<file path="config.mk">
export PLATFORM = sky130hd
export DESIGN_NAME = pcs_sync_multilane
export DESIGN_NICKNAME = d
export VERILOG_FILES = /design/src/rtl/pcs_sync_pkg.sv /design/src/rtl/pcs_sync_lane.sv /design/src/rtl/pcs_sync_multilane.sv
export SDC_FILE = /design/constraint.sdc
export NUM_CORES = 1
export LEC_CHECK = 0
export ABC_AREA = 1
export CAP_MARGIN = 10
export CORE_ASPECT_RATIO = 0.9
export CORE_MARGIN = 4
export CORE_UTILIZATION = 47
export CTS_CLUSTER_SIZE = 10
export DETAILED_ROUTE_END_ITERATION = 6
export HOLD_SLACK_MARGIN = 0.05
export PLACE_DENSITY = 0.78
export SETUP_SLACK_MARGIN = 0.15
export SKIP_LAST_GASP = 1
export SLEW_MARGIN = 20
export SYNTH_ARGS = -nofsm -noshare
export SYNTH_HDL_FRONTEND = slang
export SYNTH_SLANG_ARGS = --single-unit
export TNS_END_PERCENT = 5
</file>
<file path="constraint.sdc">
create_clock -name clock -period 1.8 [get_ports clock]
set_clock_uncertainty 0.05 [all_clocks]
set_input_delay 0.36 -clock clock [delete_from_list [all_inputs] [get_ports clock]]
set_output_delay 0.36 -clock clock [all_outputs]
set_load 0.005 [all_outputs]
</file>
<file path="src/rtl/pcs_sync_pkg.sv">
// pcs_sync_pkg: shared state encoding and comma constants for the multilane PCS sync block
package pcs_sync_pkg;
  typedef enum logic [1:0] {
    LOSS_OF_SYNC,
    COMMA_DETECT,
    ACQUIRE_SYNC,
    SYNC_ACQUIRED
  } sync_state_e;
  localparam logic [6:0] COMMA_P = 7'b0011111;
  localparam logic [6:0] COMMA_N = 7'b1100000;
  localparam logic [9:0] K28_5_P = 10'b0011111010;
  localparam logic [9:0] K28_5_N = 10'b1100000101;
  function automatic logic is_comma(input logic [9:0] cg);
    return cg[9:3] == COMMA_P || cg[9:3] == COMMA_N;
  endfunction
endpackage

</file>
<file path="src/rtl/pcs_sync_lane.sv">
// pcs_sync_lane: one lane's comma sync FSM, bad/good counters and output registers (loss_cnt with PCS_SYNC_LOSS_CNT_EN)
module pcs_sync_lane
  import pcs_sync_pkg::*;
#(
  parameter int ACQ_COMMAS   = 3,
  parameter int GOOD_CGS     = 4,
  parameter int LOSS_BAD_CGS = 4
) (
  input  logic       clock,
  input  logic       mr_main_reset,
  input  logic       sig_ok,
  input  logic [9:0] rx_code_group,
  input  logic       cg_invalid,
  output logic [9:0] sudi,
  output logic       rx_even,
  output logic       code_sync_status
`ifdef PCS_SYNC_LOSS_CNT_EN
  ,output logic [7:0] loss_cnt
`endif
);
  localparam int CW = $clog2(ACQ_COMMAS + 1);
  localparam int GW = $clog2(GOOD_CGS + 1);
  localparam int BW = $clog2(LOSS_BAD_CGS + 1);
  sync_state_e state;
  logic [CW-1:0] comma_cnt;
  logic [GW-1:0] good;
  logic [BW-1:0] bad;
  logic comma, pos_even, cgbad;
  assign comma = is_comma(rx_code_group);
  assign pos_even = (state == COMMA_DETECT) ? 1'b0 : !rx_even;
  assign cgbad = cg_invalid | (comma & !pos_even);
  assign code_sync_status = state == SYNC_ACQUIRED;
  // sync FSM: state, even/odd tracking, comma and bad/good counters, SUDI register
  always_ff @(posedge clock) begin
    if (mr_main_reset) begin
      state <= LOSS_OF_SYNC;
      rx_even <= 1'b0;
      sudi <= '0;
      comma_cnt <= '0;
      good <= '0;
      bad <= '0;
    end else begin
      sudi <= rx_code_group;
      rx_even <= !rx_even;
      if (!sig_ok) state <= LOSS_OF_SYNC;
      else begin
        unique case (state)
          LOSS_OF_SYNC: if (comma) begin
            state <= COMMA_DETECT;
            rx_even <= 1'b1;
            comma_cnt <= CW'(1);
          end
          COMMA_DETECT: begin
            rx_even <= 1'b0;
            state <= (!cgbad && !comma) ? ACQUIRE_SYNC : LOSS_OF_SYNC;
          end
          ACQUIRE_SYNC: begin
            if (cgbad) state <= LOSS_OF_SYNC;
            else if (comma) begin
              rx_even <= 1'b1;
              if (int'(comma_cnt) + 1 >= ACQ_COMMAS) begin
                state <= SYNC_ACQUIRED;
                good <= '0;
                bad <= '0;
              end else begin
                comma_cnt <= comma_cnt + CW'(1);
                state <= COMMA_DETECT;
              end
            end
          end
          SYNC_ACQUIRED: begin
            if (cgbad) begin
              good <= '0;
              bad <= bad + BW'(1);
              if (int'(bad) + 1 >= LOSS_BAD_CGS) state <= LOSS_OF_SYNC;
            end else if (bad != '0) begin
              good <= (int'(good) + 1 >= GOOD_CGS) ? '0 : good + GW'(1);
              bad <= (int'(good) + 1 >= GOOD_CGS) ? bad - BW'(1) : bad;
            end
          end
          default: state <= LOSS_OF_SYNC;
        endcase
      end
    end
  end
`ifdef PCS_SYNC_LOSS_CNT_EN
  logic drop;
  assign drop = state == SYNC_ACQUIRED && (!sig_ok || (cgbad && int'(bad) + 1 >= LOSS_BAD_CGS));
  // saturating count of SYNC_ACQUIRED -> LOSS_OF_SYNC transitions
  always_ff @(posedge clock) begin
    if (mr_main_reset) loss_cnt <= '0;
    else if (drop && loss_cnt != 8'hff) loss_cnt <= loss_cnt + 8'd1;
  end
`endif
endmodule

</file>
<file path="src/rtl/pcs_sync_multilane.sv">
// pcs_sync_multilane: N independent 1000BASE-X style sync lanes plus all_sync (loss_cnt port with PCS_SYNC_LOSS_CNT_EN)
module pcs_sync_multilane
  import pcs_sync_pkg::*;
#(
  parameter int LANES        = 1,
  parameter int ACQ_COMMAS   = 3,
  parameter int GOOD_CGS     = 4,
  parameter int LOSS_BAD_CGS = 4
) (
  input  logic                  clock,
  input  logic                  mr_main_reset,
  input  logic                  mr_loopback,
  input  logic [LANES-1:0]      signal_detect,
  input  logic [LANES*10-1:0]   rx_code_group,
  input  logic [LANES-1:0]      cg_invalid,
  output logic [LANES*10-1:0]   SUDI,
  output logic [LANES-1:0]      code_sync_status,
  output logic [LANES-1:0]      rx_even,
  output logic                  all_sync
`ifdef PCS_SYNC_LOSS_CNT_EN
  ,output logic [LANES*8-1:0]   loss_cnt
`endif
);
  for (genvar i = 0; i < LANES; i++) begin : g_lane
    pcs_sync_lane #(
      .ACQ_COMMAS(ACQ_COMMAS),
      .GOOD_CGS(GOOD_CGS),
      .LOSS_BAD_CGS(LOSS_BAD_CGS)
    ) u_lane (
      .clock(clock),
      .mr_main_reset(mr_main_reset),
      .sig_ok(signal_detect[i] | mr_loopback),
      .rx_code_group(rx_code_group[10*i +: 10]),
      .cg_invalid(cg_invalid[i]),
      .sudi(SUDI[10*i +: 10]),
      .rx_even(rx_even[i]),
      .code_sync_status(code_sync_status[i])
`ifdef PCS_SYNC_LOSS_CNT_EN
      ,.loss_cnt(loss_cnt[8*i +: 8])
`endif
    );
  end
  assign all_sync = &code_sync_status;
endmodule

</file>
==> impl_metrics.ini, run 1 <==
[run_status]
status = finished clean

[power]
netSwitchingPower_mw = 0.198
clkPwrFrac_pct = 26.8
ir_drop_mv = 0.454
powerDensity_nw_per_um2 = 554
seq_power_share_pct = 57.8
p_sw_share_pct = 23.7
p_leak_nw = 0.736
power_frac_comb_pct = 15.4
power.internal_mw = 0.638

[hold_path]
hold_path.class = primary input to flip-flop

[finish]
seqCellArea_um2 = 428
areaGrowthSynthToFinish_pct = 43.7
drive_gt1_share_pct = 17.7
layout.nets = 218
fillerInstances = 157
num_antenna_cells = 0
multi_input_area_um2 = 538
post-route-util_pct = 75.1

[synth]
yosys.area.top_type = dfxtp_1
synth_cell_types = 23
seq_area_frac_synth_pct = 40.0
ys_ff_latch = 21
avgSynthCellArea_um2 = 6.91
synth_area_leaders = dfxtp_1 (40%), nor2_1 (14%), nand2_1 (10%), inv_1 (8.6%), ha_1 (3.6%)
syn_inst = 152
synth_area_um2 = 1050
synth_nets = 171
synth_top_area_share_pct = 40.0
ys_warn_count = 0

[floorplanning]
die_w_um = 57.8
num_io_pins = 28
core_um2 = 2010
rows = 15
die_y_um = 52.8
die_area_um2 = 3050
initial_core_util_pct = 52.3

[clocking]
numCtsBuffers = 3
cts_tree = done
htreeDepth = 1
cts-root-buf = clkbuf_4
clk_path_buf_depth = 2
cts.clk_slew.worst_paths_ns = 0.11
holdBufCountCts = 0
clkLatencyLatePin_ns = 0.31
cts.sinks = 21

[placement]
place_congestion = 0.799
port_buffers = 27
dp_hpwl_mm = 1.93
post-place-ws_ns = -0.347

[setup_path]
critPathArrivalTime_ns = 1.31
cp.required_ns = 1.39
critPathKind = flip-flop to primary output
cp-start-kind = flip-flop
crit_fanout = 3
cp-end-kind = primary output

[routing]
routed_wirelength_mm = 2.42
wl_per_cell_um = 10.8
drt_iter0_drc = 17
remaining_drc_errors = 0
ant_nets = 0
firstDrtPassIters = 4
vias = 1060
viasPerCell = 4.75

[timing]
timing.slew.headroom_pct = 80.3
fin_ws_ns = 0.0814
final_max_slew_viol_count = 0
hold_violations = 0
finalCritPeriodShare_pct = 95.5
rsz0062_at_grt = yes
hold_slack_ns = 0.398
setup_viol = 0
period_needed_ns = 1.72
fmax_ghz = 0.582
tightestPinTransition_ns = 0.292

[run]
maxCapViolCount = 0

[grt]
grt_overflow = 0
antenna_found_initial = 0
grt_pass1_wl_mm = 4.26
grt_max_degree = 12
grt.total_usage_pct = 18.1
grt_pass1_vias = 1034
## what timing repair did
item,in CTS,in global routing
gates cloned,0,0
pin swaps,6,0
setup buffers,4,0
gates resized for setup,16,1
setup endpoints to repair,11,11
## cell families after synthesis
kind of cell | count (synthesis) | synth area share, %
fa+ha+maj | 4 | 5.48
flops | 21 | 40.0
compound gates | 18 | 10.7
simple gates | 81 | 33.4
buf+inv | 28 | 10.4
## routing by layer
| layer | global-route usage (%) | wire, um | vias to the layer above |
|---|---|---|---|
| li1 | - | - | 561 |
| met1 | 19.8 | 1050 | 471 |
| met2 | 33.5 | 1210 | 24 |
| met3 | 5.91 | 137 | 4 |
| met4 | 4.63 | 21 | 0 |
| met5 | 0 | 0 | - |
## final cells by class
type	instances	share of cell area (%)
multi-input combinational	103	35.7
sequential	21	28.4
timing repair buffer	44	25.7
inverter	26	6.47
tap	25	2.07
clock buffer	4	1.74
## metrics by stage
stage          std cells  setup TNS (ns)  cell area [um2]  power [mW]
5_1_grt              223         -0.0157             1510       0.883
2_1_floorplan        152               0             1050       0.541
6_report             223               0             1510       0.836
3_3_place_gp         215           -2.21             1440       0.624
3_5_place_dp         215           -2.51             1440       0.627
4_1_cts              223               0             1500       0.845
## power groups by stage
stage / logic, mW / clock network [mW] / registers [mW]
global placement: 0.128 / 0 / 0.496
floorplan: 0.0427 / 0 / 0.498
global route: 0.143 / 0.255 / 0.486
finish: 0.129 / 0.224 / 0.483
detailed placement: 0.131 / 0 / 0.496
CTS: 0.129 / 0.233 / 0.484
## worst max-delay path: stages, from the launching register on
cell,delay [ns]
dfxtp_4,0.37
nand2_2,0.08
inv_2,0.06
clkdlybuf4s50_1,0.49
## cells in the final DEF (no fill, tap or decap)
cell             count
nor2_1              38
nor3_1               3
buf_4               17
a21boi_1             1
ha_1                 3
clkbuf_1             1
nand2_4              3
clkdlybuf4s50_1     19
dfxtp_1             19
a31oi_1              1
inv_1               23
a221oi_1             1
inv_2                3
dlygate4sd2_1        8
a21oi_4              1
fa_2                 1
nand3_2              2
clkbuf_4             3
o21ai_0              3
nand4_1              3
o41ai_1              1
a21oi_1              7
a21oi_2              1
nand3_1              4
nand2_2              1
o21ai_1              1
nand2_1             27
dfxtp_4              2
o21ai_2              1
## cells in the mapped netlist
| cell | n |
|---|---|
| a21boi_1 | 1 |
| a21oi_1 | 7 |
| a21oi_2 | 2 |
| a221oi_1 | 1 |
| a31oi_1 | 1 |
| buf_4 | 1 |
| clkbuf_1 | 1 |
| dfxtp_1 | 21 |
| fa_1 | 1 |
| ha_1 | 3 |
| inv_1 | 24 |
| inv_2 | 2 |
| nand2_1 | 28 |
| nand2_4 | 3 |
| nand3_1 | 5 |
| nand3_2 | 1 |
| nand4_1 | 3 |
| nor2_1 | 38 |
| nor3_1 | 3 |
| o21ai_0 | 3 |
| o21ai_1 | 1 |
| o21ai_2 | 1 |
| o41ai_1 | 1 |
## worst paths after layout
check	start	end	slack (ns)	cells past startpoint
hold / removal	rx_code_group[9]	g_lane[0].u_lane.sudi[9]	0.40	3
setup / recovery	g_lane[0].u_lane.state[1]	code_sync_status	0.08	3
hold reg to reg	g_lane[0].u_lane.good[2]	g_lane[0].u_lane.good[2]	0.44	2
setup reg to reg	g_lane[0].u_lane.state[1]	g_lane[0].u_lane.bad[1]	0.08	10
## state kept, by name, indices dropped and copies added (netlist names)
signal,cells
g_lane.u_lane.rx_even,1
g_lane.u_lane.bad,3
g_lane.u_lane.good,3
g_lane.u_lane.comma_cnt,2
g_lane.u_lane.state,2
g_lane.u_lane.sudi,10
(Power assumes the default switching activity.)
==> run 2, diff against run 1 <==
REMOVE_ABC_BUFFERS = 1   (was unset)
==> impl_metrics.ini, run 2 (synthesis results as in run 1) <==
[timing]
timing.slew.headroom_pct = 79.6
tightestPinTransition_ns = 0.302
finalCritPeriodShare_pct = 96.5
hold_violations = 0
setup_viol = 0
rsz0062_at_grt = yes
period_needed_ns = 1.74
final_max_slew_viol_count = 0
fmax_ghz = 0.576

[placement]
dp_hpwl_mm = 1.97
place_congestion = 0.910
dp_cells = 213
port_buffers = 27

[setup_path]
timing.critical_path.from = g_lane[0].u_lane.state[1]
slowest_stage = clkdlybuf4s50_1
endpoint = all_sync
cp-start-kind = flip-flop
r2r_end = g_lane[0].u_lane.bad[2]
cp.required_ns = 1.39
cp-end-kind = primary output
reg2reg_from = g_lane[0].u_lane.state[1]
path_cells = nand2_2 > inv_2 > clkdlybuf4s50_1
critPathArrivalTime_ns = 1.33
cp.buffers_inverters = 2
crit_fanout = 3
cp_top_family = buffers and inverters
critPathKind = flip-flop to primary output
rr_worst_depth = 11
rrSetupSlack_ns = 0.10
cp_slowest_stage_delay_ns = 0.49
crit_cells = 3

[grt]
grt_pass1_wl_mm = 4.28
antenna_found_initial = 0
grt.total_usage_pct = 18.3
grt_pass1_vias = 1031
grt_overflow = 0
grt_max_degree = 13

[routing]
firstDrtPassIters = 4
wl_per_cell_um = 11.5
ant_nets = 0
routed_wirelength_mm = 2.56
viasPerCell = 4.88
drt_iter0_drc = 25
vias = 1083
remaining_drc_errors = 0

[finish]
fin_cells = 222
areaGrowthSynthToFinish_pct = 45.6
largest_reg_flops = 10
layout.cells.most_common = nor2_1
layout.nets = 217
top_register = g_lane.u_lane.sudi
mostFrequentLayoutCells = nor2_1 (38), nand2_1 (27), inv_1 (23)
num_antenna_cells = 0
drive_gt1_share_pct = 18.8
fillerInstances = 167
reg.largest.list = g_lane.u_lane.sudi x10, g_lane.u_lane.bad x3, g_lane.u_lane.good x3

[clocking]
clkLatencyLatePin_ns = 0.31
cts-root-buf = clkbuf_4
clk_path_buf_depth = 2
cts.clk_slew.worst_paths_ns = 0.12
cts.sinks = 21
cts_tree = done
htreeDepth = 1
holdBufCountCts = 0
numCtsBuffers = 3

[power]
powerDensity_nw_per_um2 = 552
p_leak_nw = 0.758
ir_drop_mv = 0.498
fin_total_pwr_mw = 0.844

[hold_path]
hold_path.class = primary input to flip-flop
hold_depth = 3

[floorplanning]
num_io_pins = 28
core_um2 = 2010
rows = 15
die_y_um = 52.8
die_area_um2 = 3050
initial_core_util_pct = 52.3
die_w_um = 57.8

[run_status]
status = finished clean

[run]
maxCapViolCount = 0
==> run 2: cell count changes in the layout (fill, tap and decap cells not counted), moves of 2 or more <==
| cell | previous run | this run |
|---|---|---|
| buf_6 | 0 | 2 |
| dlymetal6s2s_1 | 0 | 2 |
| buf_4 | 17 | 14 |
| dlygate4sd2_1 | 8 | 6 |
==> run 2: how the worst min path moves through the flow <==
stage                                         from                  endpoint  slack [ns]
after floorplan                      mr_main_reset  g_lane[0].u_lane.sudi[0]        0.38
after global placement    g_lane[0].u_lane.good[2]  g_lane[0].u_lane.good[2]        0.41
after detailed placement  g_lane[0].u_lane.good[2]  g_lane[0].u_lane.good[2]        0.41
after CTS                         rx_code_group[8]  g_lane[0].u_lane.sudi[8]        0.36
after global routing              rx_code_group[9]  g_lane[0].u_lane.sudi[9]        0.25
final                             rx_code_group[4]  g_lane[0].u_lane.sudi[4]        0.26
==> run 2: where the power goes <==
| group | leakage (nW) | total, mW | internal, mW | switching, mW |
|---|---|---|---|---|
| sequential | 0.174 | 0.484 | 0.477 | 0.00671 |
| combinational | 0.567 | 0.129 | 0.0740 | 0.0550 |
| clock | 0.0177 | 0.231 | 0.0831 | 0.148 |
| total | 0.758 | 0.844 | 0.634 | 0.210 |
==> run 2: per-layer routing <==
layer | track usage, % | share of wire (%) | vias to the layer above
met5 | 0 | 0 | -
met4 | 5.02 | 2.3 | 0
met3 | 6.16 | 6.6 | 6
met2 | 31.6 | 49 | 28
met1 | 21.5 | 42 | 484
li1 | - | - | 565
==> run 2: layout make-up <==
| type | count | area [um2] | area share [%] |
|---|---|---|---|
| Clock inverter | 1 | 5.00 | 0.327 |
| Tap cell | 25 | 31.3 | 2.05 |
| Timing Repair Buffer | 43 | 395 | 25.9 |
| Sequential cell | 21 | 428 | 28.0 |
| Multi-Input combinational cell | 103 | 547 | 35.8 |
| Clock buffer | 3 | 22.5 | 1.47 |
| Inverter | 26 | 100 | 6.55 |
==> run 2: tightest hold or removal path, stage by stage <==
cell	delay (ns)
dlymetal6s2s_1	0.10
inv_1	0.06
nor2_1	0.07
==> run 2: through the flow <==
stage          util (%)  hold WS, ns  instance area, um2  TNS [ns]  setup WS (ns)
6_report           76.1        0.259                1530         0         0.0627
2_1_floorplan         -        0.381                1040         0          0.166
4_1_cts            74.0        0.361                1490         0         0.0106
3_3_place_gp       70.8        0.407                1420     -2.20         -0.324
3_5_place_dp       70.8        0.414                1420     -2.43         -0.381
5_1_grt            76.1        0.248                1530   -0.0650        -0.0400
==> run 2: repair_timing <==
action,in CTS,in global routing
endpoints found under the hold margin,0,0
pin swaps,5,9
resized for setup,12,10
setup endpoints to repair,9,12
buffers inserted,4,1
